## src/rtl/z_core_timer_pkg.sv

```systemverilog
// Shared constants and types for the AXI-Lite timer: register offsets, bit
// indices, response codes and the two bus-side FSM encodings.
package z_core_timer_pkg;

    localparam logic [11:0] OFF_CTRL     = 12'h000;
    localparam logic [11:0] OFF_PRESCALE = 12'h004;
    localparam logic [11:0] OFF_COUNT_LO = 12'h008;
    localparam logic [11:0] OFF_COUNT_HI = 12'h00C;
    localparam logic [11:0] OFF_CMP_LO   = 12'h010;
    localparam logic [11:0] OFF_CMP_HI   = 12'h014;
    localparam logic [11:0] OFF_STATUS   = 12'h018;

    localparam int CTRL_EN          = 0;
    localparam int CTRL_AUTO_RELOAD = 1;
    localparam int CTRL_IRQ_EN      = 2;
    localparam int STATUS_MATCH     = 0;

    localparam logic [1:0] RESP_OKAY   = 2'b00;
    localparam logic [1:0] RESP_SLVERR = 2'b10;

    typedef enum logic [1:0] {
        W_IDLE = 2'd0,
        W_ACK  = 2'd1,
        W_RESP = 2'd2
    } wr_state_e;

    typedef enum logic [1:0] {
        R_IDLE = 2'd0,
        R_ACK  = 2'd1,
        R_DATA = 2'd2
    } rd_state_e;

    function automatic logic [31:0] apply_strb(input logic [31:0] old_v,
                                               input logic [31:0] new_v,
                                               input logic [3:0]  strb);
        logic [31:0] r;
        r = old_v;
        for (int i = 0; i < 4; i++) begin
            if (strb[i]) r[i*8 +: 8] = new_v[i*8 +: 8];
        end
        return r;
    endfunction

endpackage

```

## src/rtl/axil_timer_core.sv

```systemverilog
// Timer datapath: prescaler, 64-bit counter with compare, MATCH/irq and the
// COUNT_HI shadow used to make 64-bit reads atomic.
module axil_timer_core
    import z_core_timer_pkg::*;
#(
    parameter int PRESCALE_WIDTH = 16
) (
    input  logic                        clk,
    input  logic                        rstn,
    input  logic [31:0]                 wr_data,
    input  logic                        ctrl_we,
    input  logic [PRESCALE_WIDTH/8-1:0] psc_we,
    input  logic [3:0]                  cnt_lo_we,
    input  logic [3:0]                  cnt_hi_we,
    input  logic [3:0]                  cmp_lo_we,
    input  logic [3:0]                  cmp_hi_we,
    input  logic                        status_clr,
    input  logic                        latch_shadow,
    output logic [2:0]                  ctrl,
    output logic [PRESCALE_WIDTH-1:0]   prescale,
    output logic [31:0]                 count_lo,
    output logic [63:0]                 cmp,
    output logic                        match,
    output logic [31:0]                 shadow_hi,
    output logic                        irq
);

    logic [2:0]                ctrl_q, ctrl_d;
    logic [PRESCALE_WIDTH-1:0] prescale_q, prescale_d;
    logic [PRESCALE_WIDTH-1:0] psc_cnt_q, psc_cnt_d;
    logic [63:0]               count_q, count_d;
    logic [63:0]               cmp_q, cmp_d;
    logic                      match_q, match_d;
    logic [31:0]               shadow_q, shadow_d;
    logic                      irq_q, irq_d;
    logic                      tick;
    logic                      hit;

    always_comb begin
        ctrl_d     = ctrl_q;
        prescale_d = prescale_q;
        psc_cnt_d  = psc_cnt_q;
        count_d    = count_q;
        match_d    = match_q;
        shadow_d   = shadow_q;
        tick       = ctrl_q[CTRL_EN] && (psc_cnt_q == prescale_q);
        hit        = tick && (count_q == cmp_q);

        if (ctrl_q[CTRL_EN]) psc_cnt_d = tick ? '0 : psc_cnt_q + 1'b1;
        if (tick) count_d = (hit && ctrl_q[CTRL_AUTO_RELOAD]) ? 64'd0 : count_q + 64'd1;
        // A software write to either COUNT half replaces this cycle's tick update.
        if ((cnt_lo_we != 4'd0) || (cnt_hi_we != 4'd0)) begin
            count_d = {apply_strb(count_q[63:32], wr_data, cnt_hi_we),
                       apply_strb(count_q[31:0],  wr_data, cnt_lo_we)};
        end
        cmp_d = {apply_strb(cmp_q[63:32], wr_data, cmp_hi_we),
                 apply_strb(cmp_q[31:0],  wr_data, cmp_lo_we)};

        if (ctrl_we) ctrl_d = wr_data[2:0];
        for (int i = 0; i < PRESCALE_WIDTH/8; i++) begin
            if (psc_we[i]) prescale_d[i*8 +: 8] = wr_data[i*8 +: 8];
        end
        if (psc_we != '0) psc_cnt_d = '0;

        // Set is applied after clear so a coincident match survives the W1C.
        if (status_clr) match_d = 1'b0;
        if (hit) match_d = 1'b1;

        if (latch_shadow) shadow_d = count_q[63:32];
        irq_d = match_q & ctrl_q[CTRL_IRQ_EN];
    end

    always_ff @(posedge clk or negedge rstn) begin
        if (!rstn) begin
            ctrl_q     <= '0;
            prescale_q <= '0;
            psc_cnt_q  <= '0;
            count_q    <= '0;
            cmp_q      <= '1;
            match_q    <= 1'b0;
            shadow_q   <= '0;
            irq_q      <= 1'b0;
        end else begin
            ctrl_q     <= ctrl_d;
            prescale_q <= prescale_d;
            psc_cnt_q  <= psc_cnt_d;
            count_q    <= count_d;
            cmp_q      <= cmp_d;
            match_q    <= match_d;
            shadow_q   <= shadow_d;
            irq_q      <= irq_d;
        end
    end

    assign ctrl      = ctrl_q;
    assign prescale  = prescale_q;
    assign count_lo  = count_q[31:0];
    assign cmp       = cmp_q;
    assign match     = match_q;
    assign shadow_hi = shadow_q;
    assign irq       = irq_q;

endmodule

```

## src/rtl/axil_timer.sv

```systemverilog
// AXI-Lite front end of the timer: independent write and read FSMs plus the
// register decode feeding axil_timer_core.
module axil_timer
    import z_core_timer_pkg::*;
#(
    parameter int DATA_WIDTH     = 32,
    parameter int ADDR_WIDTH     = 12,
    parameter int STRB_WIDTH     = DATA_WIDTH / 8,
    parameter int PRESCALE_WIDTH = 16
) (
    input  logic                  clk,
    input  logic                  rstn,
    input  logic [ADDR_WIDTH-1:0] s_axil_awaddr,
    input  logic [2:0]            s_axil_awprot,
    input  logic                  s_axil_awvalid,
    output logic                  s_axil_awready,
    input  logic [DATA_WIDTH-1:0] s_axil_wdata,
    input  logic [STRB_WIDTH-1:0] s_axil_wstrb,
    input  logic                  s_axil_wvalid,
    output logic                  s_axil_wready,
    output logic [1:0]            s_axil_bresp,
    output logic                  s_axil_bvalid,
    input  logic                  s_axil_bready,
    input  logic [ADDR_WIDTH-1:0] s_axil_araddr,
    input  logic [2:0]            s_axil_arprot,
    input  logic                  s_axil_arvalid,
    output logic                  s_axil_arready,
    output logic [DATA_WIDTH-1:0] s_axil_rdata,
    output logic [1:0]            s_axil_rresp,
    output logic                  s_axil_rvalid,
    input  logic                  s_axil_rready,
    output logic                  irq
);

    // Handshakes: a channel transfers on a clock edge where valid and ready are
    // both high; AW and W are only accepted together, in the cycle after both are seen.
    wr_state_e wstate_q, wstate_d;
    rd_state_e rstate_q, rstate_d;
    logic                  awready_q, awready_d;
    logic                  bvalid_q, bvalid_d;
    logic [1:0]            bresp_q, bresp_d;
    logic                  arready_q, arready_d;
    logic                  rvalid_q, rvalid_d;
    logic [1:0]            rresp_q, rresp_d;
    logic [DATA_WIDTH-1:0] rdata_q, rdata_d;

    logic [ADDR_WIDTH-1:0]     waddr, raddr;
    logic                      wr_go;
    logic [DATA_WIDTH-1:0]     rd_val;
    logic                      rd_ok;
    logic [2:0]                ctrl;
    logic [PRESCALE_WIDTH-1:0] prescale;
    logic [31:0]               count_lo;
    logic [63:0]               cmp;
    logic                      match;
    logic [31:0]               shadow_hi;
    logic                      unused_inputs;

    assign waddr = {s_axil_awaddr[ADDR_WIDTH-1:2], 2'b00};
    assign raddr = {s_axil_araddr[ADDR_WIDTH-1:2], 2'b00};
    assign wr_go = (wstate_q == W_ACK);
    assign unused_inputs = ^{s_axil_awprot, s_axil_arprot,
                             s_axil_awaddr[1:0], s_axil_araddr[1:0]};

    always_comb begin
        wstate_d  = wstate_q;
        awready_d = 1'b0;
        bvalid_d  = bvalid_q;
        bresp_d   = bresp_q;
        case (wstate_q)
            W_IDLE: if (s_axil_awvalid && s_axil_wvalid) begin
                wstate_d  = W_ACK;
                awready_d = 1'b1;
            end
            W_ACK: begin
                wstate_d = W_RESP;
                bvalid_d = 1'b1;
                bresp_d  = (waddr <= OFF_STATUS) ? RESP_OKAY : RESP_SLVERR;
            end
            W_RESP: if (s_axil_bready) begin
                wstate_d = W_IDLE;
                bvalid_d = 1'b0;
            end
            default: wstate_d = W_IDLE;
        endcase
    end

    always_ff @(posedge clk or negedge rstn) begin
        if (!rstn) begin
            wstate_q  <= W_IDLE;
            awready_q <= 1'b0;
            bvalid_q  <= 1'b0;
            bresp_q   <= RESP_OKAY;
        end else begin
            wstate_q  <= wstate_d;
            awready_q <= awready_d;
            bvalid_q  <= bvalid_d;
            bresp_q   <= bresp_d;
        end
    end

    always_comb begin
        rd_val = '0;
        rd_ok  = 1'b1;
        case (raddr)
            OFF_CTRL:     rd_val = {{(DATA_WIDTH-3){1'b0}}, ctrl};
            OFF_PRESCALE: rd_val = {{(DATA_WIDTH-PRESCALE_WIDTH){1'b0}}, prescale};
            OFF_COUNT_LO: rd_val = count_lo;
            OFF_COUNT_HI: rd_val = shadow_hi;
            OFF_CMP_LO:   rd_val = cmp[31:0];
            OFF_CMP_HI:   rd_val = cmp[63:32];
            OFF_STATUS:   rd_val = {{(DATA_WIDTH-1){1'b0}}, match};
            default:      rd_ok  = 1'b0;
        endcase
    end

    always_comb begin
        rstate_d  = rstate_q;
        arready_d = 1'b0;
        rvalid_d  = rvalid_q;
        rresp_d   = rresp_q;
        rdata_d   = rdata_q;
        case (rstate_q)
            R_IDLE: if (s_axil_arvalid) begin
                rstate_d  = R_ACK;
                arready_d = 1'b1;
            end
            R_ACK: begin
                rstate_d = R_DATA;
                rvalid_d = 1'b1;
                rdata_d  = rd_val;
                rresp_d  = rd_ok ? RESP_OKAY : RESP_SLVERR;
            end
            R_DATA: if (s_axil_rready) begin
                rstate_d = R_IDLE;
                rvalid_d = 1'b0;
            end
            default: rstate_d = R_IDLE;
        endcase
    end

    always_ff @(posedge clk or negedge rstn) begin
        if (!rstn) begin
            rstate_q  <= R_IDLE;
            arready_q <= 1'b0;
            rvalid_q  <= 1'b0;
            rresp_q   <= RESP_OKAY;
            rdata_q   <= '0;
        end else begin
            rstate_q  <= rstate_d;
            arready_q <= arready_d;
            rvalid_q  <= rvalid_d;
            rresp_q   <= rresp_d;
            rdata_q   <= rdata_d;
        end
    end

    axil_timer_core #(
        .PRESCALE_WIDTH(PRESCALE_WIDTH)
    ) u_core (
        .clk         (clk),
        .rstn        (rstn),
        .wr_data     (s_axil_wdata),
        .ctrl_we     (wr_go && (waddr == OFF_CTRL) && s_axil_wstrb[0]),
        .psc_we      ((wr_go && (waddr == OFF_PRESCALE)) ? s_axil_wstrb[PRESCALE_WIDTH/8-1:0] : '0),
        .cnt_lo_we   ((wr_go && (waddr == OFF_COUNT_LO)) ? s_axil_wstrb : '0),
        .cnt_hi_we   ((wr_go && (waddr == OFF_COUNT_HI)) ? s_axil_wstrb : '0),
        .cmp_lo_we   ((wr_go && (waddr == OFF_CMP_LO)) ? s_axil_wstrb : '0),
        .cmp_hi_we   ((wr_go && (waddr == OFF_CMP_HI)) ? s_axil_wstrb : '0),
        .status_clr  (wr_go && (waddr == OFF_STATUS) && s_axil_wstrb[0] && s_axil_wdata[STATUS_MATCH]),
        .latch_shadow((rstate_q == R_ACK) && (raddr == OFF_COUNT_LO)),
        .ctrl        (ctrl),
        .prescale    (prescale),
        .count_lo    (count_lo),
        .cmp         (cmp),
        .match       (match),
        .shadow_hi   (shadow_hi),
        .irq         (irq)
    );

    assign s_axil_awready = awready_q;
    assign s_axil_wready  = awready_q;
    assign s_axil_bvalid  = bvalid_q;
    assign s_axil_bresp   = bresp_q;
    assign s_axil_arready = arready_q;
    assign s_axil_rvalid  = rvalid_q;
    assign s_axil_rresp   = rresp_q;
    assign s_axil_rdata   = rdata_q;

endmodule

```

## config.mk

```make
export PLATFORM = sky130hd
export DESIGN_NAME = axil_timer
export DESIGN_NICKNAME = d
export VERILOG_FILES = /design/src/rtl/z_core_timer_pkg.sv /design/src/rtl/axil_timer_core.sv /design/src/rtl/axil_timer.sv
export SDC_FILE = /design/constraint.sdc
export NUM_CORES = 1
export LEC_CHECK = 0
export CAP_MARGIN = 15
export CORE_MARGIN = 4
export CORE_UTILIZATION = 53
export CTS_CLUSTER_SIZE = 12
export DETAILED_ROUTE_END_ITERATION = 7
export GPL_TIMING_DRIVEN = 0
export PLACE_DENSITY = 0.81
export SETUP_SLACK_MARGIN = 0.1
export SYNTH_ARGS = -nofsm -noshare
export SYNTH_HDL_FRONTEND = slang
export SYNTH_SLANG_ARGS = --single-unit
```

## constraint.sdc

```tcl
create_clock -name clk -period 2.75 [get_ports clk]
set_input_delay 0.275 -clock clk [delete_from_list [all_inputs] [get_ports clk]]
set_output_delay 0.275 -clock clk [all_outputs]
set_load 0.005 [all_outputs]
```

==> flow_metrics.env <==
export IMPL_setup_tns_ns=0
export IMPL_worst_pin_slew_ns=1.091
export IMPL_skew_ns=0.02003
export IMPL_fillerInstances=1810
export IMPL_status="completed"
export IMPL_clock_sinks=239
export IMPL_hold_viol_final=0
export IMPL_fin_nets=1639
export IMPL_layout_min_cycle_time_ns=2.738
export IMPL_cts_buffers=26
export IMPL_antenna_left=0
export IMPL_dp_hpwl_microns=36920
export IMPL_synthFlopType="dfrtp_1"
export IMPL_rsz0062_at_grt="yes"
export IMPL_place_congestion=1.041
export IMPL_hold_path_class="in2reg"
export IMPL_cts_tree="yes"
export IMPL_cp_required_ns=3.22
export IMPL_cts_root_buf="clkbuf_16"
export IMPL_grt_total_usage_pct=35.16
export IMPL_die_x_microns=168.5
export IMPL_via_per_inst=6.744
export IMPL_num_vias=12910
export IMPL_clkTransAtPathRegs_ns=0.06
export IMPL_antenna_found_initial=1
export IMPL_drv_cap=0
export IMPL_worstSetupEndpointType="register"
export IMPL_fmax_mhz=365.3
export IMPL_ios=115
export IMPL_arrival_ns=3.21
export IMPL_synth_cells=1407
export IMPL_cellPowerDensity_nw_per_um2=580.6
export IMPL_yosysSeqAreaShare_pct=44.41
export IMPL_layout_drive_gt1_share_pct=31.94
export IMPL_synth_edf_count=0
export IMPL_critPathKind="reg2reg"
export IMPL_timing_hold_ws_ns=0.2415
export IMPL_ir_drop_v=0.0004807
export IMPL_core_area_sq_um=25250
export IMPL_yosysWarnings=0
export IMPL_grt_pass1_vias=12410
export IMPL_wl_microns=51920
export IMPL_leakagePower_nw=7.627
export IMPL_fin_util_pct=70.38
export IMPL_portBuffers=97
export IMPL_initial_utilization_pct=54.04
export IMPL_die_height_microns=168.5
export IMPL_insertion_delay_ns=0.55
export IMPL_drv_slew=0
export IMPL_drc=0
export IMPL_syn_avg_cell_area_sq_um=9.699
export IMPL_layout_area_seq_sq_um=6085
export IMPL_htreeDepth=1
export IMPL_syn_area_sq_um=13650
export IMPL_routedWlPerCell_microns=27.11
export IMPL_multi_input_area_sq_um=8259
export IMPL_area_growth_pct=30.24
export IMPL_ys_ff_latch=239
export IMPL_grt_overflow_total=0
export IMPL_grt_pass1_wl_microns=76620
export IMPL_ys_types=75
export IMPL_drt_initial_drc_count=1564
export IMPL_die_area_sq_um=28380
export IMPL_clock_path_buffers=3
export IMPL_setup_viol=0
export IMPL_num_rows=58
export IMPL_period_share_pct=99.56
export IMPL_grt_max_degree=102
export IMPL_cp_start_kind="register"
export IMPL_crit_fanout=7
export IMPL_ys_async_sr_fraction_pct=100.0
export IMPL_dr_pass1_iters=5
export IMPL_relSlewSlack_pct=26.57
-- per-layer routing --
| metal | GRT usage (%) | wire [microns] | part of all wire (%) | vias to the layer above |
|---|---|---|---|---|
| li1 | - | - | - | 5474 |
| met5 | 0 | 13 | 0.025 | - |
| met2 | 52.83 | 22710 | 44 | 856 |
| met3 | 7.193 | 5389 | 10 | 224 |
| met1 | 48.39 | 20320 | 39 | 6358 |
| met4 | 18.35 | 3490 | 6.7 | 2 |
-- registers in the layout, summed over array words and instances, names as in the netlist --
register          cells
rstate_q              2
s_axil_arready        1
s_axil_awready        1
s_axil_bresp          1
s_axil_bvalid         1
s_axil_rdata         32
s_axil_rresp          1
s_axil_rvalid         1
u_core.cmp           64
u_core.count_q       64
u_core.ctrl           3
u_core.irq            1
u_core.match          1
u_core.prescale      16
u_core.psc_cnt_q     16
u_core.shadow_hi     32
wstate_q              2
-- critical path, cell delays in order, from the launching register on --
cell and delay (ns):
dfrtp_2 0.48, ha_4 0.18, nand3_4 0.14, nor4_4 0.16
buf_4 0.18, and3_4 0.26, nand4_1 0.20, or2_1 0.34
or4b_2 0.64, nand3_2 0.08
-- path summary, 6_finish.rpt --
kind,to,start,depth (start not counted),slack (ns)
min reg2reg,s_axil_rdata[24],s_axil_rdata[24],2,0.48
max reg2reg,u_core.count_q[60],u_core.count_q[0],9,0.01
max in group asynchronous,u_core.count_q[19],rstn,3,1.57
min in group asynchronous,s_axil_rdata[1],rstn,2,0.26
max,u_core.count_q[60],u_core.count_q[0],9,0.01
min,s_axil_bresp[1],s_axil_awaddr[3],3,0.24
-- logic make-up after synthesis --
| family | after synthesis | synth area share (%) |
|---|---|---|
| xor gates and xnor gates | 92 | 5.905 |
| buffers and inverters | 125 | 3.750 |
| DFF | 239 | 44.41 |
| AOI/OAI and AO/OA | 233 | 11.29 |
| other | 1 | 0.02748 |
| and+or+nand+nor | 561 | 22.14 |
| adders and majority gates | 2 | 0.1833 |
| muxes | 154 | 12.29 |
-- through the flow --
step / area, sq um / std cells / total power [mW] / setup WS, ns
2_1_floorplan: 13680 / 1408 / 5.296 / 0.1121
3_3_place_gp: 15060 / 1835 / 6.063 / -9.663
3_5_place_dp: 15130 / 1837 / 6.132 / -1.477
4_1_cts: 16950 / 1897 / 9.978 / 0.05702
5_1_grt: 17770 / 1914 / 10.64 / -0.03645
6_report: 17770 / 1915 / 10.32 / 0.01220
-- layout make-up --
class | count | share of cell area [%]
Tap cell | 330 | 2.323
Inverter | 21 | 0.4435
Clock buffer | 43 | 4.421
Multi-Input combinational cell | 1044 | 46.47
Antenna cell | 1 | 0.01408
Timing Repair Buffer | 150 | 8.328
Clock inverter | 5 | 0.4224
Buffer | 82 | 3.344
Sequential cell | 239 | 34.23
-- cells in the mapped netlist, drive strengths merged (13+ instances only) --
library cell    n  area [sq um]
nor2           61         231.5
o21ai          83         415.4
clkbuf         79         296.5
nor4           19         140.1
a21oi          29         148.9
buf            25         136.4
nand2         143         536.8
and2           29         181.4
inv            21         78.83
dfstp          64          1682
a221oi         32         280.3
a22o           17         148.9
mux2i          45         450.4
nand4          47         294.0
nand3         112         578.1
xnor2          78         683.2
or3            21         133.9
nor3           33         170.2
o211ai         13         97.59
mux2          109          1227
and3           22         138.9
dfrtp         175          4379
xor2           14         122.6
or4b           13         130.1
-- what timing repair did --
action                                 CTS  global route
buffers inserted                        30            16
endpoints found under the hold margin   49             0
pin swaps                               22            36
gates resized for setup                172           179
gates cloned                             1             3
setup endpoints to repair              179           173
hold buffers                             1             0
-- power breakdown --
group | leakage (nW) | internal (mW) | switching (mW) | total (mW)
combinational | 4.42 | 1.10 | 1.64 | 2.74
sequential | 2.78 | 3.71 | 0.263 | 3.97
clock | 0.422 | 2.12 | 1.48 | 3.60
-- layout by cell type (no fill, tap or decap), types with 45 or more instances in the layout --
| cell type | n |
|---|---|
| clkdlybuf4s50_1 | 96 |
| mux2i_1 | 45 |
| dfrtp_1 | 156 |
| nand2_1 | 134 |
| mux2_2 | 87 |
| o21ai_0 | 58 |
| nor2_1 | 51 |
| buf_4 | 51 |
| nand3_1 | 60 |
| nand4_1 | 47 |
| dfstp_2 | 64 |
(Power assumes the default switching activity.)
==> patch: new RTL, same flow settings <==
Encoding of `rd_state_e`: now one-hot (3 bits for 3 states).
--- a/src/rtl/z_core_timer_pkg.sv
+++ b/src/rtl/z_core_timer_pkg.sv
@@ -24,10 +24,10 @@
         W_RESP = 2'd2
     } wr_state_e;
 
-    typedef enum logic [1:0] {
-        R_IDLE = 2'd0,
-        R_ACK  = 2'd1,
-        R_DATA = 2'd2
+    typedef enum logic [2:0] {
+        R_IDLE = 3'b001,
+        R_ACK  = 3'b010,
+        R_DATA = 3'b100
     } rd_state_e;
 
     function automatic logic [31:0] apply_strb(input logic [31:0] old_v,
Check against the original RTL: same outputs for any inputs over 4 cycles, from zero or initial values and one cycle with rstn low; so few cycles prove little.
==> patch against the original RTL <==
Cell area shrank 1.1%. Sequential cell count grew 1. Synthesized cell count grew 1.0%. Setup slack gained 0.0075 ns. Via count grew 1.0%. Register-to-register slack gained 0.04 ns. Global-route usage grew 0.47 points. Die area grew 0.92%. Clock skew shrank 0.0037 ns. Area after synthesis grew 0.97%. Wire length grew 0.79%.
Power is not compared: it rests on default switching activity, and its combinational part moved more than twofold at a synthesized area within 25%.
==> patch: results (changes against the original RTL) <==
The count of non-filler cells in the finished layout was 1939 (+1.3%); the peak fanout along the critical path was 10 (+3). The run gives 3.20 ns (about the same) as the data arrival time of the critical path. The number of clock-tree buffers in the layout was 40 (-7.0%). The worst register-to-register path begins at wstate_q[1]. The placer congestion estimate came out at 1.08 (+3.5%).

For the first-pass iteration count of the detailed router, the log shows 8 (+3). The number of nets in the layout came out at 1663 (+1.5%). The maximum number of pins on one net before global-route repair was 124 (+22%). In the post-synthesis netlist, the biggest area contributors are dfrtp_1, dfstp_2, mux2_2, xor2_1, nand2_1. The instance area after placement is 0.0152 sq mm (+0.74%). The run finished with clean final reports. The fraction of area in clock buffers and inverters was 5.03% (+0.19 points); the area used by sequential logic in the layout was 0.00611 sq mm (+0.37%). The fraction of standard cell area in multi-input logic works out to 46.0% (-0.48 points). The synthesized-area fraction occupied by adder cells came out at 0.182% (-0.0018 points). The unique cell type count in the Yosys netlist came out at 71 (-5.3%).

For the share of the yosys chip area belonging to registers, the log shows 44.2% (-0.24 points). The multi-input logic cell count is 1064 (+1.9%), and the number of global-route vias before repair is 12.6k (+1.3%). By count the netlist is led by dfrtp_1, nand2_1, mux2_2.

The count of fill cells added during filler insertion was 1958 (+8.2%). The cell with the biggest individual delay on the critical path is or4_4. The pin slew with the least headroom to its limit was 1.02 ns (-0.0733 ns).

The fraction of synthesized area in multiplexers came out at 11.6% (-0.70 points). The number of logic inverters in the finished layout is 25 (+19%). The share of the synthesized area in compound gates (AO/OA/AOI/OAI) is 13.7% (+2.4 points), and the register-to-register path setup slack is 0.05 ns (+0.04 ns). Fraction of cell area in non-clock buffers: 11.3% (-0.36 points). For the placement-stage worst setup slack, the log shows -1.30 ns (+0.178 ns). The via density per instance is 6.73 (-0.21%), and the xor and xnor area share after synthesis is 5.97% (+0.070 points). Number of non-clock buffers: 231 (-0.43%). The number of buffers inserted by port buffering came out at 99 (+2.1%).

Number of buffers on the longest clock path: 3 (unchanged). The flip-flop and latch count after synthesis is 240 (+0.42%), and the half-perimeter wire length after placement is 37800 microns (+2.5%). For the DRC marker count from the first detailed-route iteration, the log shows 1888 (+21%). The detail-routed net length per standard cell was 27.0 microns (-0.46%); the stage delay of the slowest cell on the critical path was 0.55 ns (-0.09 ns). The endpoint of the worst-slack reg-to-reg timing path was u_core.count_q[0].
==> patch: cell types whose count changed in the layout (fill, tap and decap cells not counted), sizes merged, moves of 9 or more <==
cell,unedited run,this run
nor4,19,52
xor2,14,76
nor2,61,81
a21o,5,19
or4b,13,1
nand3,112,84
xnor2,78,18
or3,21,9
nand4,47,38
or4,7,20
==> patch: what timing repair did <==
item / in CTS / in global routing
gates cloned: 3 / 2
hold buffers: 1 / 0
setup buffers: 34 / 8
resized for setup: 153 / 123
endpoints found under the hold margin: 82 / 0
endpoints found under the setup margin: 193 / 151
pin swaps: 17 / 26
==> patch: worst max-delay path by stage <==
stage / slack, ns / end / cells past startpoint / startpoint
2_1_floorplan: 0.11 / u_core.count_q[45] / 10 / s_axil_awaddr[5]
3_3_place_gp: -8.72 / u_core.prescale[15] / 1 / rstn
3_5_place_dp: -1.30 / s_axil_rdata[8] / 8 / s_axil_araddr[5]
4_1_cts: 0.06 / u_core.count_q[32] / 10 / u_core.count_q[54]
5_1_grt: -0.003 / u_core.count_q[2] / 10 / wstate_q[1]
6_report: 0.02 / u_core.cmp[4] / 8 / s_axil_awaddr[5]
==> patch: cells by family (layout without fill, tap and decap cells) <==
family,after synthesis,in the layout
DFF,240,240
adders and majority gates,2,2
and+or+nand+nor,544,544
other,1,3
xor gates and xnor gates,94,94
AOI/OAI and AO/OA,276,276
muxes,146,146
buffers and inverters,118,304
==> patch: worst reg2reg max path, stage by stage, from the launching register on <==
cell,delay (ns)
dfrtp_1,0.39
or4bb_4,0.57
or4_4,0.43
buf_6,0.13
and2_4,0.15
and2_4,0.18
a31o_1,0.23
buf_8,0.17
clkbuf_16,0.17
o21a_1,0.17
==> patch: power groups by stage <==
stage / clock network [mW] / registers [mW] / logic [mW]
finish: 3.73 / 3.95 / 1.14
global placement: 0 / 3.99 / 1.06
floorplan: 0 / 4.00 / 0.348
CTS: 3.72 / 3.95 / 1.11
global route: 3.88 / 3.98 / 1.24
detailed placement: 0 / 4.00 / 1.09
==> patch: per-layer routing <==
| layer | share of wire (%) | global-route usage, % | vias up |
|---|---|---|---|
| li1 | - | - | 5572 |
| met1 | 38 | 47.6 | 6385 |
| met2 | 46 | 56.7 | 895 |
| met3 | 10 | 6.15 | 197 |
| met4 | 5.7 | 17.3 | 0 |
| met5 | 0 | 0 | - |
==> patch: stage by stage <==
| stage | utilization (%) | power (mW) |
|---|---|---|
| 2_1_floorplan | - | 4.35 |
| 3_3_place_gp | 59.8 | 5.04 |
| 3_5_place_dp | 60.0 | 5.09 |
| 4_1_cts | 67.1 | 8.78 |
| 5_1_grt | 69.2 | 9.10 |
| 6_report | 69.2 | 8.81 |
